`src/rtl/shift_seq_pkg.sv`:
```
// Shared types and grant encodings for the shift_seq sequencer and its arbiter.
package shift_seq_pkg;

    typedef enum logic [1:0] {
        S_IDLE  = 2'd0,
        S_LOAD  = 2'd1,
        S_SHIFT = 2'd2,
        S_DONE  = 2'd3
    } state_t;

    localparam logic [1:0] GNT_NONE = 2'b00;
    localparam logic [1:0] GNT_TX   = 2'b01;
    localparam logic [1:0] GNT_RX   = 2'b10;

endpackage

```
`src/rtl/shift_seq_rr_arb2.sv`:
```
// Two-requester round-robin tie-breaker; remembers the last winner so a tie
// goes to the other side. The FSM strobes update on the cycle it accepts a grant.
module rr_arb2
    import shift_seq_pkg::*;
(
    input  logic       clk_2,
    input  logic       reset,
    input  logic [1:0] req,
    input  logic       update,
    output logic [1:0] gnt
);

    logic [1:0] last_grant;

    // NOTE: every output of a combinational block gets a default first, so no path leaves it unassigned and infers a latch.
    always_comb begin
        gnt = GNT_NONE;
        case (req)
            2'b01:   gnt = GNT_TX;
            2'b10:   gnt = GNT_RX;
            2'b11:   gnt = (last_grant == GNT_TX) ? GNT_RX : GNT_TX;
            default: gnt = GNT_NONE;
        endcase
    end

    // Starting from rx makes tx win the first tie after reset.
    always_ff @(posedge clk_2) begin
        if (!reset)
            last_grant <= GNT_RX;
        else if (update)
            last_grant <= gnt;
    end

endmodule

```
`src/rtl/shift_seq.sv`:
```
// Load/shift sequencer owning the NBITS-bit shift register, arbitrating tx and rx.
// Optional feature: define SHIFT_SEQ_PAUSE_EN to add a pause input that stalls SHIFT.
module shift_seq
    import shift_seq_pkg::*;
#(
    parameter int NBITS = 4
) (
    input  logic             clk_2,
    input  logic             reset,
    input  logic             tx_req,
    input  logic [NBITS-1:0] tx_data,
    output logic             tx_ack,
    input  logic             rx_req,
    output logic             rx_ack,
    output logic [NBITS-1:0] rx_data,
    input  logic             serial_in,
    output logic             serial_out,
    output logic             busy,
    output logic [1:0]       grant,
    output state_t           state
`ifdef SHIFT_SEQ_PAUSE_EN
    ,
    input  logic             pause
`endif
);

    localparam int CNT_W = (NBITS > 1) ? $clog2(NBITS) : 1;

    logic [NBITS-1:0] sr;
    logic [CNT_W-1:0] cnt;
    logic [NBITS-1:0] shifted;
    logic [1:0]       arb_gnt;
    logic             arb_update;
    logic             shift_en;

`ifdef SHIFT_SEQ_PAUSE_EN
    assign shift_en = !pause;
`else
    assign shift_en = 1'b1;
`endif

    assign shifted    = {serial_in, sr[NBITS-1:1]};
    assign serial_out = sr[0];
    assign arb_update = (state == S_IDLE) && (arb_gnt != GNT_NONE);

    rr_arb2 u_arb (
        .clk_2  (clk_2),
        .reset  (reset),
        .req    ({rx_req, tx_req}),
        .update (arb_update),
        .gnt    (arb_gnt)
    );

    // NOTE: sequential state uses non-blocking assignments so every register samples pre-edge values.
    always_ff @(posedge clk_2) begin
        if (!reset) begin
            state   <= S_IDLE;
            sr      <= '0;
            cnt     <= '0;
            rx_data <= '0;
            tx_ack  <= 1'b0;
            rx_ack  <= 1'b0;
            busy    <= 1'b0;
            grant   <= GNT_NONE;
        end else begin
            case (state)
                S_IDLE: begin
                    if (arb_gnt != GNT_NONE) begin
                        state <= S_LOAD;
                        grant <= arb_gnt;
                        busy  <= 1'b1;
                    end
                end
                S_LOAD: begin
                    sr    <= (grant == GNT_TX) ? tx_data : '0;
                    state <= S_SHIFT;
                end
                S_SHIFT: begin
                    if (shift_en) begin
                        sr <= shifted;
                        if (cnt == CNT_W'(NBITS - 1)) begin
                            cnt   <= '0;
                            state <= S_DONE;
                            // Capture the post-shift word so the final serial_in bit is included.
                            if (grant == GNT_RX) begin
                                rx_data <= shifted;
                                rx_ack  <= 1'b1;
                            end else begin
                                tx_ack  <= 1'b1;
                            end
                        end else begin
                            cnt <= cnt + 1'b1;
                        end
                    end
                end
                S_DONE: begin
                    tx_ack <= 1'b0;
                    rx_ack <= 1'b0;
                    busy   <= 1'b0;
                    grant  <= GNT_NONE;
                    state  <= S_IDLE;
                end
                default: state <= S_IDLE;
            endcase
        end
    end

endmodule

```
`config.mk`:
```
export PLATFORM = sky130hd
export DESIGN_NAME = shift_seq
export DESIGN_NICKNAME = d
export VERILOG_FILES = /design/src/rtl/shift_seq_pkg.sv /design/src/rtl/shift_seq_rr_arb2.sv /design/src/rtl/shift_seq.sv
export SDC_FILE = /design/constraint.sdc
export NUM_CORES = 1
export LEC_CHECK = 0
export BUFFER_PORTS_ARGS = -buffer_cell sky130_fd_sc_hd__clkbuf_2
export CORE_MARGIN = 1
export CORE_UTILIZATION = 49
export CTS_BUF_LIST = sky130_fd_sc_hd__clkbuf_8
export DETAILED_ROUTE_END_ITERATION = 10
export PLACE_DENSITY = 0.77
export SKIP_LAST_GASP = 1
export SLEW_MARGIN = 0
export SYNTH_ARGS = -nofsm -noshare
export SYNTH_HDL_FRONTEND = slang
export SYNTH_HIERARCHICAL = 1
export SYNTH_SLANG_ARGS = --single-unit
```
`constraint.sdc`:
```
create_clock -name clk_2 -period 1.4 [get_ports clk_2]
set_input_delay 0.14 -clock clk_2 [delete_from_list [all_inputs] [get_ports clk_2]]
set_output_delay 0.14 -clock clk_2 [all_outputs]
set_load 0.1 [all_outputs]
```
After elaboration in Yosys (flattened, before gate mapping)
Index checks and enable logic that the tools add are counted.
- flip-flop bits (word level): 19
- input bits: 9
- output and inout port bits: 12
- add/subtract/negate cells: 1
- equality and inequality tests: 14
- mux-type cells: 18
- reductions and logical operators: 11
- operators by type and width (kind ; count):
    2-bit == test, second input constant ; 6
    2-bit two-way mux ; 5
    3-bit AND reduction ; 3
    2-bit by 1-bit == test with 1-bit output, second input constant ; 4
    2-bit one-hot mux with 4 select lines ; 1
    4-bit one-hot mux with 2 select lines ; 1
    2-bit nonzero test ; 4
    2-bit != test, second input constant ; 3
    1-bit one-hot mux with 2 select lines ; 3
    2-bit one-hot mux with 3 select lines ; 1
    1-bit two-way mux ; 5
    4-bit two-way mux ; 1
    2-bit one-hot mux with 2 select lines ; 1
    2-bit AND reduction ; 2
    2-bit by 1-bit adder with 2-bit output, second input constant ; 1
    2-bit logical NOT ; 1
    2-bit by 1-bit != test with 1-bit output, second input constant ; 1
    1-bit logical AND ; 1

Depth between registers and ports, before layout
Gate-level depths: netlist of run 1.
- depth after elaboration: 6
- mapped depth: 6

Modules after synthesis
The synthesis of run 1 kept the hierarchy.
- by module, submodules not included (module ; instances ; cells each ; area an instance (um^2) ; seq. area each (um^2)):
    shift_seq ; 1 ; 91 ; 850.8 ; 340.3
    rr_arb2 ; 1 ; 11 ; 108.9 ; 40.0

Worst setup path after synthesis of run 1
OpenSTA, ideal clock, no wires.
- path kind: reg-to-reg
- start: reg state[0]
- end: reg state[1]
- library setup time: 0.072 ns
- arrival: 2.033 ns
- data required time: 1.328 ns
- slack: -0.705 ns
- stages on the path, launching flop included: 7
- cells stage by stage: dfxtp_1 > inv_1 > ha_1 > buf_6 > nor2b_4 > a21oi_2 > mux2i_1
- cells in the longest elaborated chain, start to end: 3
- elaborated cells between the ends (all ways): 8
- those cells by class: eq/ne: 5; mux: 1; reduce/logical: 2
- RTL lines (what ; line ; source):
    from (decl) ; shift_seq.sv:20 ; output state_t state
    from (signal assigned) ; shift_seq.sv:57 ; state <= S_IDLE;
    from (signal assigned) ; shift_seq.sv:69 ; state <= S_LOAD;
    from (signal assigned) ; shift_seq.sv:76 ; state <= S_SHIFT;
    2-bit == test or 2-bit logical NOT (tied branches) ; shift_seq.sv:66 ; case (state)
    2-bit != test (no line) or 2-bit by 1-bit != test with 1-bit output (tied branches) ; - ;
    2-bit AND reduction (no line) ; - ;
Several ways; a longest one is shown, not always the timed one.
A chain may end at the register's enable or synchronous reset.

Worst setup path after layout of run 1
- start: reg u_arb.last_grant[0]
- end: reg u_arb.last_grant[0]
- cells in the longest elaborated chain, start to end: 5
- RTL lines (what ; line ; source):
    from (decl) ; shift_seq_rr_arb2.sv:13 ; logic [1:0] last_grant;
    from (signal assigned) ; shift_seq_rr_arb2.sv:31 ; last_grant <= gnt;
    2-bit by 1-bit == test with 1-bit output ; shift_seq_rr_arb2.sv:21 ; 2'b11: gnt = (last_grant == GNT_TX) ? GNT_RX : GNT_TX;
    2-bit two-way mux ; shift_seq_rr_arb2.sv:21 ;
    2-bit one-hot mux with 3 select lines ; shift_seq_rr_arb2.sv:18 ; case (req)
    via arb_gnt[1] ; shift_seq.sv:32 ; logic [1:0] arb_gnt;
    2-bit nonzero test ; shift_seq.sv:44 ; assign arb_update = (state == S_IDLE) && (arb_gnt != GNT_NONE);
    1-bit logical AND ; shift_seq.sv:44 ;
    via arb_update ; shift_seq.sv:33 ; logic arb_update;
The timed path passes the listed nets, and every way through them passes these cells.

==> results.txt, run 1 <==
fillers -> 144
First-pass DRT Iterations -> 4
Detailed Place HPWL -> 1.243 mm
Synth Flop Type -> dfxtp_1
hold buffer count at cts -> 0
Synth top cells by count -> 19 x dfxtp_1, 13 x nand2_1, 10 x mux2i_1, 8 x nor2b_1, 6 x ha_1
worst reg2reg startpoint -> u_arb/last_grant[0]$_SDFFE_PN0P_
Area contributors post-synth -> dfxtp_1 40%, mux2i_1 10%, ha_1 7.8%, nor2b_1 5.2%, nand2_1 5.1%
cell count after synthesis -> 102
Avg Inst Size Synth -> 9.409 µm²
largest area contributor in the synthesized netlist -> dfxtp_1
layout cells sized above 1 -> 34.15%
relative slew slack -> 64.03%
Syn Nets -> 117
Final Power -> 2549 µW
Storage cell area -> 391.6 µm²
Clock H-tree levels -> 1
fmax -> 0.7187 GHz
Vert. Die Dim -> 46.26 µm
I/O pins -> 21
nets@finish -> 139
Initial Utilization -> 53.82%
Slew @ Worst Pin -> 0.5418 ns
TritonCTS clock tree -> built
design area -> 1177 µm²
Skew-Pair Late Insertion Delay -> 0.25 ns
Post-synth ARST share -> 0%
TritonCTS Buffers -> 3
worst r2r path cells -> 6
number of instances in the placed design -> 143
CP endpoint kind -> register
Hold Path Class -> input pin to register
status -> finished clean
Port Buffer Count -> 20
CTS max path bufs -> 2
WP data arrival -> 1.55 ns
Reg2Reg Setup Slack -> 0.009 ns
post-route insts no fill -> 148
RePlAce Congestion -> 0.7238
largest net degree at the start of global routing -> 23
Post-DRT Antenna Nets -> 0
Diodes inserted -> 0
clk slew on worst S/H paths -> 0.07 ns
CORE AREA -> 1783 µm²
Die ar. -> 2140 µm²
Hold Path Stages -> 2
Layout area overhead -> 22.69%
number of DRC markers in iteration 0 -> 6
min Tclk post-route -> 1.391 ns
setup TNS -> 0 ns
RSZ-0062 raised after global routing -> true
Tot GR Track Use -> 19.21%
Slew Limit Fails -> 0
synth unique cells -> 28
area share of the largest cell type after synthesis -> 39.63%
synthesis-stage register bit count -> 19
MaxCap Viol Count -> 0
Final period util -> 99.38%
share of the yosys chip area belonging to registers -> 39.63%
wire length of the first global-routing pass -> 2.898 mm
FF-to-FF End -> u_arb/last_grant[0]$_SDFFE_PN0P_
drt drc -> 0
Post-synth EDFFs -> 0
Hold EP -> u_arb/last_grant[0]$_SDFFE_PN0P_
gr ovfl total -> 0
Power per Cell Area -> 2165 nW/µm²
vias per std cell -> 5.216
Final Skew -> 0.003520 ns
Hold Violations, Final -> 0
vias in the first global route -> 675
Post-DP Area -> 1116 µm²
CTS root buf -> clkbuf_8
antenna violations before repair -> 0
clock sinks -> 19
Chip Width -> 46.26 µm
hold_sp -> rx_req
Worst Path Required -> 1.56 ns
Leakage -> 0.0005333 µW
via count -> 772
critical path launch point type -> register
top-count cell post-synth -> dfxtp_1
Mapped Area -> 959.7 µm²
Yosys Warn Count -> 6
critical path peak fanout -> 4
Setup CP Type -> register to register
FP Rows -> 15
drt total wl -> 1.761 mm
area occupied by multi-input gates -> 579.3 µm²
Setup violations, final -> 0
WL per Instance -> 11.90 µm
Max VDD drop -> 1.737 mV
-- critical path, cell delays in order, from the launching register on --
cell and delay, ns:
dfxtp_2 0.32, nor2b_4 0.13, o21a_1 0.19, nor2_2 0.23
nor2b_4 0.08, mux2i_1 0.12, a311oi_1 0.23
-- repair_timing --
| item | 4_1_cts | 5_1_grt |
|---|---|---|
| pin swaps | 1 | 1 |
| setup endpoints to repair | 2 | 4 |
| setup buffers | 1 | 0 |
| resized for setup | 2 | 1 |
-- flip-flops by register name, summed over array words and instances, names as in the netlist --
register          flops
u_arb/last_grant      2
state                 2
rx_ack                1
rx_data               4
grant                 2
sr                    4
cnt                   2
tx_ack                1
busy                  1
-- layer usage --
metal / share of wire [%] / track usage [%] / vias to the layer above
li1: - / - / 399
met5: 0 / 0 / -
met1: 50 / 24.58 / 354
met2: 46 / 31.83 / 17
met3: 3.1 / 2.353 / 2
met4: 0.62 / 8.824 / 0
-- metrics by stage --
step	utilization (%)	setup slack [ns]	hold WS, ns
final	66.04	0.008684	0.1322
after global routing	66.04	-0.03603	0.1263
after CTS	65.96	-0.003801	0.1359
after detailed placement	62.60	-0.07767	0.3931
after global placement	62.60	0.008787	0.3772
after floorplan	-	-0.02178	0.2521
-- layout by cell type (no fill, tap or decap), types with 2 or more instances in the layout --
master,Yosys,layout
nand3b_1,5,5
nor2b_1,8,7
a21oi_2,1,2
ha_1,6,3
dfxtp_2,0,3
ha_4,0,2
a21oi_1,3,2
inv_1,5,3
a31oi_1,4,4
clkbuf_2,0,20
dfxtp_4,0,2
nand2b_1,3,3
dfxtp_1,19,14
nor2b_4,2,3
o21ai_0,4,4
nor2_1,3,2
mux2i_1,10,10
nand2_1,13,13
clkbuf_8,0,3
o22ai_1,2,2
-- worst max path at each step --
stage                                           from                               end  slack [ns]
floorplan                      state[0]$_SDFFE_PN0P_             state[1]$_SDFFE_PN0P_       -0.02
CTS                 u_arb/last_grant[0]$_SDFFE_PN0P_  u_arb/last_grant[0]$_SDFFE_PN0P_      -0.004
global placement    u_arb/last_grant[0]$_SDFFE_PN0P_  u_arb/last_grant[0]$_SDFFE_PN0P_       0.009
detailed placement  u_arb/last_grant[0]$_SDFFE_PN0P_  u_arb/last_grant[0]$_SDFFE_PN0P_       -0.08
finish              u_arb/last_grant[0]$_SDFFE_PN0P_  u_arb/last_grant[0]$_SDFFE_PN0P_       0.009
global route        u_arb/last_grant[0]$_SDFFE_PN0P_  u_arb/last_grant[1]$_SDFFE_PN1P_       -0.04
-- area by class of cell --
| cell class | instances | area share (%) |
|---|---|---|
| timing repair buffer | 21 | 9.139 |
| inverter | 5 | 1.807 |
| clock buffer | 3 | 3.507 |
| clock inverter | 1 | 0.4251 |
| tap | 25 | 2.657 |
| multi-input combinational | 74 | 49.20 |
| sequential | 19 | 33.26 |
-- cell families (layout without fill, tap and decap cells) --
| group | count (synthesis) | after routing | synth area share [%] |
|---|---|---|---|
| AO/OA/AOI/OAI | 21 | 21 | 14.73 |
| adder cells (fa/ha/maj) | 6 | 6 | 7.822 |
| multiplexers | 10 | 10 | 10.43 |
| AND/OR/NAND/NOR | 37 | 37 | 23.08 |
| flip-flops | 19 | 19 | 39.63 |
| buffers and inverters | 9 | 30 | 4.303 |
-- power by group --
group / internal (µW) / switching (µW)
clock: 198 / 180
sequential: 699 / 133
combinational: 417 / 921
Power figures use the tool's default switching activity.
==> run 2: changes to the inputs <==
--- a/config.mk
+++ b/config.mk
@@ -5,6 +5,7 @@
 export SDC_FILE = /design/constraint.sdc
 export NUM_CORES = 1
 export LEC_CHECK = 0
+export ABC_AREA = 1
 export BUFFER_PORTS_ARGS = -buffer_cell sky130_fd_sc_hd__clkbuf_2
 export CORE_MARGIN = 1
 export CORE_UTILIZATION = 49
==> run 2 against run 1 <==
Effect of this change: wire length rose by 8.2%; non-clock buffer count did not move; largest power group unchanged; final area fell by 5.4%; register-to-register slack improved by 0.13 ns; sequential power rose by 2%; utilization fell by 2.9 points; first-iteration DRC count unchanged.
==> results.txt, run 2 <==
fmax -> 0.7938 GHz (was 0.7187 GHz)
number of DRC markers in iteration 0 -> 6 (unchanged)
TritonCTS clock tree -> built (unchanged)
clk slew on worst S/H paths -> 0.07 ns (about the same)
Avg Inst Size Synth -> 7.830 µm² (was 9.409 µm²)
sequential power share -> 31.1% (was 32.7%)
wire length of the first global-routing pass -> 3.132 mm (was 2.898 mm)
I/O pins -> 21 (unchanged)
Crit path buffers/inverters -> 2 (was 0)
area share of the largest cell type after synthesis -> 40.48% (was 39.63%)
power share of the combinational group -> 55.1% (was 52.5%)
Max VDD drop -> 1.674 mV (was 1.737 mV)
vias per std cell -> 5.072 (was 5.216)
Post-synth ARST share -> 0% (unchanged)
layout cells sized above 1 -> 29.58% (was 34.15%)
Hold Path Class -> input pin to register (unchanged)
Setup CP Type -> register to register (unchanged)
antenna violations before repair -> 0 (unchanged)
commonest non-fill, non-tap cells in the layout -> 26 x nand2_1, 19 x clkbuf_2, 15 x dfxtp_1 (was 20 x clkbuf_2, 14 x dfxtp_1, 13 x nand2_1)
First-pass DRT Iterations -> 4 (unchanged)
clock sinks -> 19 (unchanged)
Diodes inserted -> 0 (unchanged)
Regs by FF count -> rx_data x4, sr x4 (unchanged)
critical path peak fanout -> 4 (unchanged)
Hold WS -> 0.1268 ns (was 0.1322 ns)
Slew Limit Fails -> 0 (unchanged)
NetSw -> 1448 µW (was 1235 µW)
FP Rows -> 15 (unchanged)
Synth Flop Type -> dfxtp_1 (unchanged)
number of instances in the placed design -> 162 (was 143)
CTS max path bufs -> 2 (unchanged)
synth unique cells -> 22 (was 28)
Die ar. -> 2097 µm² (was 2140 µm²)
Power per Cell Area -> 2455 nW/µm² (was 2165 nW/µm²)
Slew @ Worst Pin -> 0.5446 ns (was 0.5418 ns)
vias in the first global route -> 764 (was 675)
CP endpoint kind -> register (unchanged)
cell count after synthesis -> 120 (was 102)
drt drc -> 0 (unchanged)
Skew-Pair Late Insertion Delay -> 0.25 ns (about the same)
top-count cell post-synth -> nand2_1 (was dfxtp_1)
gr ovfl total -> 0 (unchanged)
critical path launch point type -> register (unchanged)
CORE AREA -> 1764 µm² (was 1783 µm²)
Post-DRT Antenna Nets -> 0 (unchanged)
WP data arrival -> 1.44 ns (was 1.55 ns)
largest net degree at the start of global routing -> 13 (was 23)
Vert. Die Dim -> 45.79 µm (was 46.26 µm)
Leakage -> 0.0004985 µW (was 0.0005333 µW)
Final period util -> 89.99% (was 99.38%)
Detailed Place HPWL -> 1.436 mm (was 1.243 mm)
worst path cell trace -> nand3_2 > nand2_1 > inv_1 > o21ai_2 > buf_4 > nand3_1 > a21oi_1 (was nor2b_4 > o21a_1 > nor2_2 > nor2b_4 > mux2i_1 > a311oi_1)
Setup violations, final -> 0 (unchanged)
Layout Utilization -> 63.12% (was 66.04%)
Mapped Area -> 939.7 µm² (was 959.7 µm²)
status -> finished clean (unchanged)
Post-synth EDFFs -> 0 (unchanged)
Final Skew -> 0.0009437 ns (was 0.003520 ns)
Final Power -> 2733 µW (was 2549 µW)
post-route insts no fill -> 167 (was 148)
Hold Violations, Final -> 0 (unchanged)
Largest delay share family, worst path -> flip-flops (was simple AND/OR/NAND/NOR gates)
cell-internal power -> 1285 µW (was 1314 µW)
Hold Path Stages -> 3 (was 2)
sw frac -> 52.98% (was 48.44%)
Port Buffer Count -> 20 (unchanged)
share of the yosys chip area belonging to registers -> 40.48% (was 39.63%)
Clk pwr share -> 13.9% (was 14.8%)
Worst Path Required -> 1.58 ns (was 1.56 ns)
RSZ-0062 raised after global routing -> false (was true)
WL per Instance -> 11.41 µm (was 11.90 µm)
Area contributors post-synth -> dfxtp_1 40%, nand2_1 10%, ha_1 8.0%, a21oi_1 6.4%, nand3_1 5.9% (was dfxtp_1 40%, mux2i_1 10%, ha_1 7.8%, nor2b_1 5.2%, nand2_1 5.1%)
via count -> 847 (was 772)
TritonCTS Buffers -> 3 (unchanged)
nets@finish -> 158 (was 139)
Chip Width -> 45.79 µm (was 46.26 µm)
Syn Nets -> 135 (was 117)
Tot GR Track Use -> 20.95% (was 19.21%)
Synth top cells by count -> 26 x nand2_1, 19 x dfxtp_1, 12 x a21oi_1, 12 x inv_1, 11 x nand3_1 (was 19 x dfxtp_1, 13 x nand2_1, 10 x mux2i_1, 8 x nor2b_1, 6 x ha_1)
relative slew slack -> 63.85% (was 64.03%)
RePlAce Congestion -> 0.7779 (was 0.7238)
min Tclk post-route -> 1.260 ns (was 1.391 ns)
slowest CP cell -> dfxtp_1 (was dfxtp_2)
Yosys Warn Count -> 6 (unchanged)
largest area contributor in the synthesized netlist -> dfxtp_1 (unchanged)
Clock H-tree levels -> 1 (unchanged)
Layout area overhead -> 18.51% (was 22.69%)
most common cell after layout, fill and taps aside -> nand2_1 (was clkbuf_2)
synthesis-stage register bit count -> 19 (unchanged)
CP Depth -> 7 (was 6)
Initial Utilization -> 53.26% (was 53.82%)
MaxCap Viol Count -> 0 (unchanged)
CP max stage delay -> 0.36 ns (was 0.32 ns)
drt total wl -> 1.906 mm (was 1.761 mm)
hold buffer count at cts -> 0 (unchanged)
worst r2r path cells -> 7 (was 6)
CTS root buf -> clkbuf_8 (unchanged)
==> run 2: power by group through the flow <==
stage               clock network (µW)  registers (µW)  logic (µW)
floorplan                            0            1460         647
global placement                     0             846        1430
detailed placement                   0             859        1460
CTS                                376             848        1460
global route                       399             868        1640
finish                             379             849        1510
==> run 2: cell type report <==
class	instances	area, µm²
Clock buffer	3	41.29
Sequential cell	19	390.4
Multi-Input combinational cell	84	483.0
Clock inverter	1	3.754
Timing Repair Buffer	21	110.1
Tap cell	25	31.28
Inverter	14	53.80
Fill cell	169	650.6
==> run 2: routing by layer <==
layer / up-vias / part of all wire [%] / GRT usage (%)
li1: 441 / - / -
met1: 383 / 45 / 23.66
met2: 19 / 50 / 36.86
met3: 4 / 3.6 / 3.571
met4: 0 / 2.0 / 11.76
met5: - / 0 / 0
==> run 2: worst paths after layout <==
| path | slack, ns | end | startpoint |
|---|---|---|---|
| setup / recovery | 0.14 | grant[0]$_SDFFE_PN0P_ | u_arb/last_grant[0]$_SDFFE_PN0P_ |
| hold / removal | 0.13 | rx_data[3]$_SDFFE_PN0P_ | serial_in |
| setup reg to reg | 0.14 | grant[0]$_SDFFE_PN0P_ | u_arb/last_grant[0]$_SDFFE_PN0P_ |
| hold reg to reg | 0.45 | rx_ack$_SDFFE_PN0P_ | rx_ack$_SDFFE_PN0P_ |
==> run 2: stage by stage <==
stage	worst slack, ns	TNS [ns]	instance area [µm²]
after CTS	0.03180	0	1101
after global routing	0.01772	0	1114
after global placement	0.1089	0	1056
after floorplan	-0.05380	-0.05380	949.7
final	0.1402	0	1114
after detailed placement	0.07441	0	1056
==> run 2: logic make-up (layout without fill, tap and decap cells) <==
group	Yosys count	count (layout)	share of synthesized area [%]
AOI/OAI and AO/OA	26	26	15.31
adders and majority gates	6	6	7.989
buffers and inverters	17	39	8.653
DFF	19	19	40.48
and+or+nand+nor	52	52	27.56
==> run 2: tightest hold or removal path: cells and delay by family <==
| family | cells | cell delay, ns |
|---|---|---|
| compound gates | 1 | 0.05 |
| simple gates | 1 | 0.06 |
| buf+inv | 1 | 0.09 |
==> run 2: timing repair <==
action / CTS / global route
buffers inserted: 0 / 1
gates resized for setup: 0 / 3
setup endpoints to repair: 0 / 10
